`config.mk`:
```
export PLATFORM = sky130hd
export DESIGN_NAME = ntt_stream_fifo
export DESIGN_NICKNAME = d
export VERILOG_FILES = /design/src/rtl/ntt_stream_fifo.sv
export SDC_FILE = /design/constraint.sdc
export NUM_CORES = 2
export LEC_CHECK = 0
export BUFFER_PORTS_ARGS = -buffer_cell sky130_fd_sc_hd__buf_2
export CAP_MARGIN = 20
export CORE_MARGIN = 2
export CORE_UTILIZATION = 60
export CTS_CLUSTER_DIAMETER = 120
export CTS_CLUSTER_SIZE = 40
export DETAILED_ROUTE_END_ITERATION = 7
export PLACE_DENSITY = 0.87
export SLEW_MARGIN = 5
export SYNTH_ARGS = -nofsm -noshare
export SYNTH_HDL_FRONTEND = slang
export SYNTH_SLANG_ARGS = --single-unit
```
`constraint.sdc`:
```
create_clock -name ap_clk -period 10.1 [get_ports ap_clk]
set_clock_uncertainty 0.1 [all_clocks]
set_input_delay 1.01 -clock ap_clk [delete_from_list [all_inputs] [get_ports ap_clk]]
set_output_delay 1.01 -clock ap_clk [all_outputs]
set_load 0.03 [all_outputs]
```
`src/rtl/ntt_stream_fifo.sv`:
```
`default_nettype none
// ============================================================================
//  Module      : ntt_stream_fifo
//  Description : First-word-fall-through stream FIFO for NTT coefficients.
//                Each word is a 64-bit coefficient plus an end-of-transfer
//                flag in the top bit. It provides registered full, empty
//                and count flags, and a mirrored peek port.
//  Revision    : 1.0 - initial release
// ============================================================================
module ntt_stream_fifo #(
    parameter int DATA_WIDTH = 65,
    parameter int DEPTH      = 32,
    parameter int ADDR_WIDTH = 5
) (
    input  logic                  ap_clk,
    input  logic                  ap_rst_n,
    input  logic [DATA_WIDTH-1:0] if_din,
    input  logic                  if_write,
    output logic                  if_full_n,
    output logic [DATA_WIDTH-1:0] if_dout,
    output logic                  if_empty_n,
    input  logic                  if_read,
    output logic [DATA_WIDTH-1:0] if_peek_dout,
    output logic                  if_peek_empty_n,
    output logic [ADDR_WIDTH:0]   if_count
);

    localparam logic [ADDR_WIDTH:0]   C_DEPTH   = (ADDR_WIDTH+1)'(DEPTH);
    localparam logic [ADDR_WIDTH:0]   C_CNT_ONE = (ADDR_WIDTH+1)'(1);
    localparam logic [ADDR_WIDTH-1:0] C_PTR_ONE = ADDR_WIDTH'(1);

    // Storage is intentionally not reset. A word is visible only while
    // empty_n_q is set, so stale contents can never leak out.
    logic [DATA_WIDTH-1:0] mem_q [DEPTH];

    logic [ADDR_WIDTH-1:0] wr_ptr_q, wr_ptr_d;
    logic [ADDR_WIDTH-1:0] rd_ptr_q, rd_ptr_d;
    logic [ADDR_WIDTH:0]   count_q,  count_d;
    logic                  full_n_q, full_n_d;
    logic                  empty_n_q, empty_n_d;

    logic                  w_wr_accept;
    logic                  w_rd_accept;

    // Handshakes qualify on the registered flags. Simultaneous requests at
    // full therefore accept only the read. At empty, they accept only the write.
    assign w_wr_accept = if_write & full_n_q;
    assign w_rd_accept = if_read  & empty_n_q;

    // Next-state: pointer advance, occupancy update and flags derived from the new count
    always_comb begin
        wr_ptr_d = wr_ptr_q;
        rd_ptr_d = rd_ptr_q;
        count_d  = count_q;
        if (w_wr_accept) begin
            wr_ptr_d = wr_ptr_q + C_PTR_ONE;
        end
        if (w_rd_accept) begin
            rd_ptr_d = rd_ptr_q + C_PTR_ONE;
        end
        case ({w_wr_accept, w_rd_accept})
            2'b10:   count_d = count_q + C_CNT_ONE;
            2'b01:   count_d = count_q - C_CNT_ONE;
            default: count_d = count_q;
        endcase
        empty_n_d = (count_d != '0);
        full_n_d  = (count_d != C_DEPTH);
    end

    // Control state. Full_n holds low through reset and rises on the first live edge
    always_ff @(posedge ap_clk or negedge ap_rst_n) begin
        if (!ap_rst_n) begin
            wr_ptr_q  <= '0;
            rd_ptr_q  <= '0;
            count_q   <= '0;
            full_n_q  <= 1'b0;
            empty_n_q <= 1'b0;
        end else begin
            wr_ptr_q  <= wr_ptr_d;
            rd_ptr_q  <= rd_ptr_d;
            count_q   <= count_d;
            full_n_q  <= full_n_d;
            empty_n_q <= empty_n_d;
        end
    end

    // Data storage, written only on an accepted write
    always_ff @(posedge ap_clk) begin
        if (w_wr_accept) begin
            mem_q[wr_ptr_q] <= if_din;
        end
    end

    // The head word falls through combinationally and is forced to zero while empty
    assign if_dout         = empty_n_q ? mem_q[rd_ptr_q] : '0;
    assign if_empty_n      = empty_n_q;
    assign if_full_n       = full_n_q;
    assign if_count        = count_q;
    assign if_peek_dout    = if_dout;
    assign if_peek_empty_n = empty_n_q;

endmodule
`default_nettype wire

```
### Word level (Yosys, flattened, before mapping)

Memories as Yosys holds them, arrays and structs flattened.
Index checks and enable logic that the tools add are counted.

| word-level totals | value |
|---|---|
| register bits after elaboration | 18 |
| RAM bits | 2080 |
| input bits | 69 |
| logic and storage cells | 20 |
| memories | 1 |

| operators by class | value |
|---|---|
| add/subtract/negate cells | 4 |
| eq/ne operators | 3 |
| mux-type cells | 4 |
| bitwise logic cells | 2 |
| reduce and logical (&&, ||, !) cells | 1 |

Memory list:

| memory | words | bits a word | rd ports | clocked after Yosys merged registers in | wr ports | RTL line | RTL |
|---|---|---|---|---|---|---|---|
| mem_q | 32 | 65 | 1 | 0 | 1 | 34 | `logic [DATA_WIDTH-1:0] mem_q [DEPTH];` |

Operators with widths:

| kind | count |
|---|---|
| two-way mux 65 bit | 1 |
| one-hot mux 6 bit (2 select lines) | 1 |
| adder 5 x 1 -> 5 bit, second input constant | 2 |
| adder 6 x 1 -> 6 bit, second input constant | 1 |
| inequality test 6 bit, second input constant | 1 |
| nonzero test 6 bit | 1 |
| subtractor 6 x 1 -> 6 bit, second input constant | 1 |
| bitwise AND 1 bit | 2 |
| == test 2 x 1 -> 1 bit, second input constant | 1 |
| == test 2 bit, second input constant | 1 |
| two-way mux 1 bit | 2 |

### Longest topological paths before layout

| logic depth | value |
|---|---|
| depth after elaboration | 4 |
| depth in mapped cells | 10 |
| depth with buffers taken out | 10 |

### Worst setup path before layout

Ideal clock, no wire load.

| timing path | value |
|---|---|
| path type | input-to-reg |
| start | in if_write |
| end | mem mem_q[31][0] (enable) |
| library setup time | 0.489 ns |
| arrival time | 4.566 ns |
| required time | 9.511 ns |
| path slack | 4.945 ns |
| stages on the path | 5 |
| buffers on the path | 2 |
| cells stage by stage | and2_1 clkbuf_1 nand2_1 clkbuf_1 nor2_1 |

| on the way | value |
|---|---|
| word-level cells in the longest chain between the ends | 3 |

Ends and longest elaborated chain:

| what | RTL line | RTL |
|---|---|---|
| from (decl) | 18 | `input logic if_write,` |
| bitwise AND 1 bit | 47 | `assign w_wr_accept = if_write & full_n_q;` |
| two-way mux 1 bit | 89 | `if (w_wr_accept) begin` |
| two-way mux 1 bit (implied by the code) | 90 | `mem_q[wr_ptr_q] <= if_din;` |
| to (decl) | 34 |  |

No other way between the ends.

### Final worst setup path

| timing path | value |
|---|---|
| start | reg rd_ptr_q[1] |
| end | out if_peek_dout[4] |

| on the way | value |
|---|---|
| word-level cells in the longest chain between the ends | 2 |

Ends and longest elaborated chain:

| what | RTL line | RTL |
|---|---|---|
| from (decl) | 37 | `logic [ADDR_WIDTH-1:0] rd_ptr_q, rd_ptr_d;` |
| from (signal assigned) | 80 | `rd_ptr_q <= rd_ptr_d;` |
| memory read (32 x 65 bit) | n/a |  |
| two-way mux 65 bit | 95 | `assign if_dout = empty_n_q ? mem_q[rd_ptr_q] : '0;` |
| to (decl) | 23 | `output logic [DATA_WIDTH-1:0] if_peek_dout,` |

No other way between the ends.

==> summary.txt <==
Global route
  • Number of global-route vias before repair: 38900
  • Met3 Usage GRT: 6.19%
  • GRT overflow: 0
  • First-pass GRT wire length: 289000 um
  • Largest net degree at the start of global routing: 121
  • Overall Global Routing Usage: 29.9%
  • Grt met2 use: 49.4%
  • GRT Max-Usage Layer: met2
  • Met1 usage: 38.8%
  • Antenna violations before repair: 19

Pwr
  • Clock power frac: 15.2%
  • Pwr dens: 270 nW/um^2
  • P_sw: 8.32 mW
  • Sequential share of power: 45.7%
  • Power Internal: 14.8 mW
  • Pwr Total: 23.1 mW
  • Combinational Power Share: 39.1%
  • Switching part of the total: 35.9%
  • P_leak: 26.2 nW
  • Maximum vdd ir drop: 297 uV

Clock network
  • Clock root cell: clkbuf_16
  • Worst skew pair latency: 0.77 ns
  • Max H-tree Level: 2
  • Longest Clk Path Bufs: 3
  • Hold_buf cts: 0
  • CTS tree: done
  • Setup bufs post-CTS: 0
  • Clock Sinks: 2098
  • PostCTS Resize Cnt: 0
  • CTS Buf Count: 58
  • Worst-path clk slew: 0.14 ns

Floorplanning
  • # IOs: 208
  • Initial Util: 60.2%
  • CORE AREA: 135000 um^2
  • Die height: 372 um
  • # rows: 135
  • Die width: 372 um
  • Die area: 138000 um^2

Routing
  • DRC: 0
  • Iter 0 DRT Violations: 7105
  • Initial DRT Pass Iterations: 6
  • Vias/cell: 7.28
  • Vias: 38900
  • Routed WL: 211000 um
  • Antenna-violating nets left: 0
  • Routed length per instance: 39.5 um

Logic synthesis
  • Synth area leaders: edfxtp_1 (77%), mux4_2 (16%), mux2i_1 (2.1%)
  • Compound-Gate Fraction of Synth Area: 0.757%
  • Combinational family with the most area after synthesis: multiplexers
  • Asr flop ratio synth: 0.858%
  • Post-Synth Adder-Cell Area: 0.108%
  • Share of the synthesized area in the top cell type: 76.8%
  • Synth unique cells: 45
  • Primary FF master, synth: edfxtp_1
  • Cell count after synthesis: 3425
  • Top cell type by total area after synthesis: edfxtp_1
  • Synthesized area per cell: 23.7 um^2
  • Yosys warning count: 0
  • Syn nets: 3501
  • Count leader, synth: edfxtp_1
  • Synth Register Bits: 2098
  • Commonest cells post-synth: edfxtp_1 (2080), mux4_2 (590), mux2i_1 (173)
  • Cell area after synthesis: 81300 um^2
  • Post-synthesis mux area share: 18.5%
  • XOR/XNOR share of the synthesized area: 0.151%
  • Sequential-to-total area share from yosys stat: 77.4%
  • Synth Area in Simple Gates: 1.29%
  • Number of synthesized flops with an enable pin: 2080

Critical path
  • Crit-path max FO: 62
  • Startpoint Class: register
  • Worst reg2reg path depth: 4
  • Largest delay share family, worst path: buffers and inverters
  • Worst Setup EP: if_peek_dout[4]
  • FF-to-FF End: mem_q[13][20]
  • FF-to-FF setup slack: 5.67 ns
  • Critical path type: reg -> out
  • WP depth: 7
  • Crit path largest cell delay: 0.85 ns
  • CP arrival: 4.99 ns
  • WP buf/inv: 3
  • Crit. End Element: primary output
  • Crit path required time: 8.99 ns
  • Worst r2r src: if_full_n
  • Worst setup path startpoint: rd_ptr_q[1]
  • Crit-path slowest cell: buf_4
  • Worst-path cell chain: buf_4, buf_4, mux4_2, mux4_2, mux2i_1, nor2b_1, buf_2

Place
  • GP Congestion: 0.747
  • # port buffers: 207
  • Dpl hpwl: 102000 um

Layout
  • Synthesis-to-finish area growth: 5.43%
  • Layout cells sized above 1: 27.7%
  • Fillers: 8020
  • Nets: 3595

Run
  • Max-Cap Viols: 0

Timing
  • Setup TNS Final: 0 ns
  • Pins Over Slew Limit: 0
  • Fmax: 164 MHz
  • Final hold violation count: 0
  • Final setup viols: 0
  • Crit share post-route: 60.4%
  • RSZ-0062 raised after global routing: no
  • Max-slew headroom: 16.4%
  • Crit path time final: 6.10 ns
  • Slew @ Worst Pin: 1.25 ns

Status
  • Outcome: finished clean

Hold path
  • Type of the most critical hold path: in -> async
-- worst min path at each step --
stage / endpoint / slack, ns / start / cells after the start
2_1_floorplan: rd_ptr_q[1] / 0.44 / rd_ptr_q[1] / 3
3_3_place_gp: wr_ptr_q[3] / 0.49 / wr_ptr_q[1] / 2
3_5_place_dp: if_count[4] / 0.51 / if_count[4] / 1
4_1_cts: wr_ptr_q[2] / 0.08 / ap_rst_n / 1
5_1_grt: if_count[0] / 0.11 / ap_rst_n / 1
6_report: wr_ptr_q[2] / 0.09 / ap_rst_n / 1
-- metal layers --
layer,up-vias,wire (um)
li1,14500,-
met1,20100,65900
met2,3580,106000
met3,722,27100
met4,18,11800
met5,-,111
-- metrics by stage --
step	util, %	cell area, um^2	setup WS (ns)	hold WS, ns	instances
2_1_floorplan	-	81300	4.95	0.443	3425
3_3_place_gp	62.2	84000	4.98	0.495	5239
3_5_place_dp	62.3	84000	4.89	0.506	5240
4_1_cts	63.5	85700	4.04	0.0786	5327
5_1_grt	63.5	85700	3.73	0.114	5334
6_report	63.5	85700	4.00	0.0894	5339
-- power by group through the flow --
stage,sequential (mW),combinational [mW],clock (mW)
floorplan,10.5,7.06,0
global placement,10.7,8.59,0
detailed placement,10.7,8.84,0
CTS,10.6,9.03,3.47
global route,10.6,9.43,3.70
finish,10.6,9.05,3.51
-- area by class of cell --
cell class	count	area [um^2]	area share, %
Sequential cell	2098	62900	73.4
Multi-Input combinational cell	1069	17100	20.0
Inverter	8	30.0	0.0350
Timing Repair Buffer	284	1710	1.99
Clock buffer	83	1580	1.84
Clock inverter	4	56.3	0.0657
Antenna cell	12	30.0	0.0350
Tap cell	1781	2230	2.60
-- logic make-up (layout without fill, tap and decap cells) --
| logic type | count (synthesis) | in the layout |
|---|---|---|
| AOI/OAI and AO/OA | 97 | 97 |
| xor gates and xnor gates | 14 | 14 |
| adders and majority gates | 7 | 7 |
| buffers and inverters | 258 | 379 |
| DFF | 2098 | 2098 |
| muxes | 763 | 763 |
| other | 0 | 12 |
| and+or+nand+nor | 188 | 188 |
-- flip-flops by register name, summed over array words and instances (netlist names) --
signal / flops
mem_q: 2080
if_count: 6
rd_ptr_q: 5
wr_ptr_q: 5
if_empty_n: 1
if_full_n: 1
-- placed cells by master, fill, tap and decap left out, types with 6 or more instances in the layout --
cell	synthesis	layout
nor2_4	0	32
buf_2	50	207
mux2i_1	173	173
buf_12	0	6
nor2b_1	100	100
o21ai_0	7	7
nor2_1	40	8
xnor2_1	10	10
clkbuf_16	0	59
buf_4	111	70
mux4_2	590	590
edfxtp_1	2080	2080
dfrtp_4	0	6
nand2_1	16	16
a21oi_1	40	40
a211oi_1	39	39
clkbuf_1	69	23
ha_1	7	7
diode_2	0	12
inv_1	6	6
dfrtp_1	18	12
(Power assumes the default switching activity.)
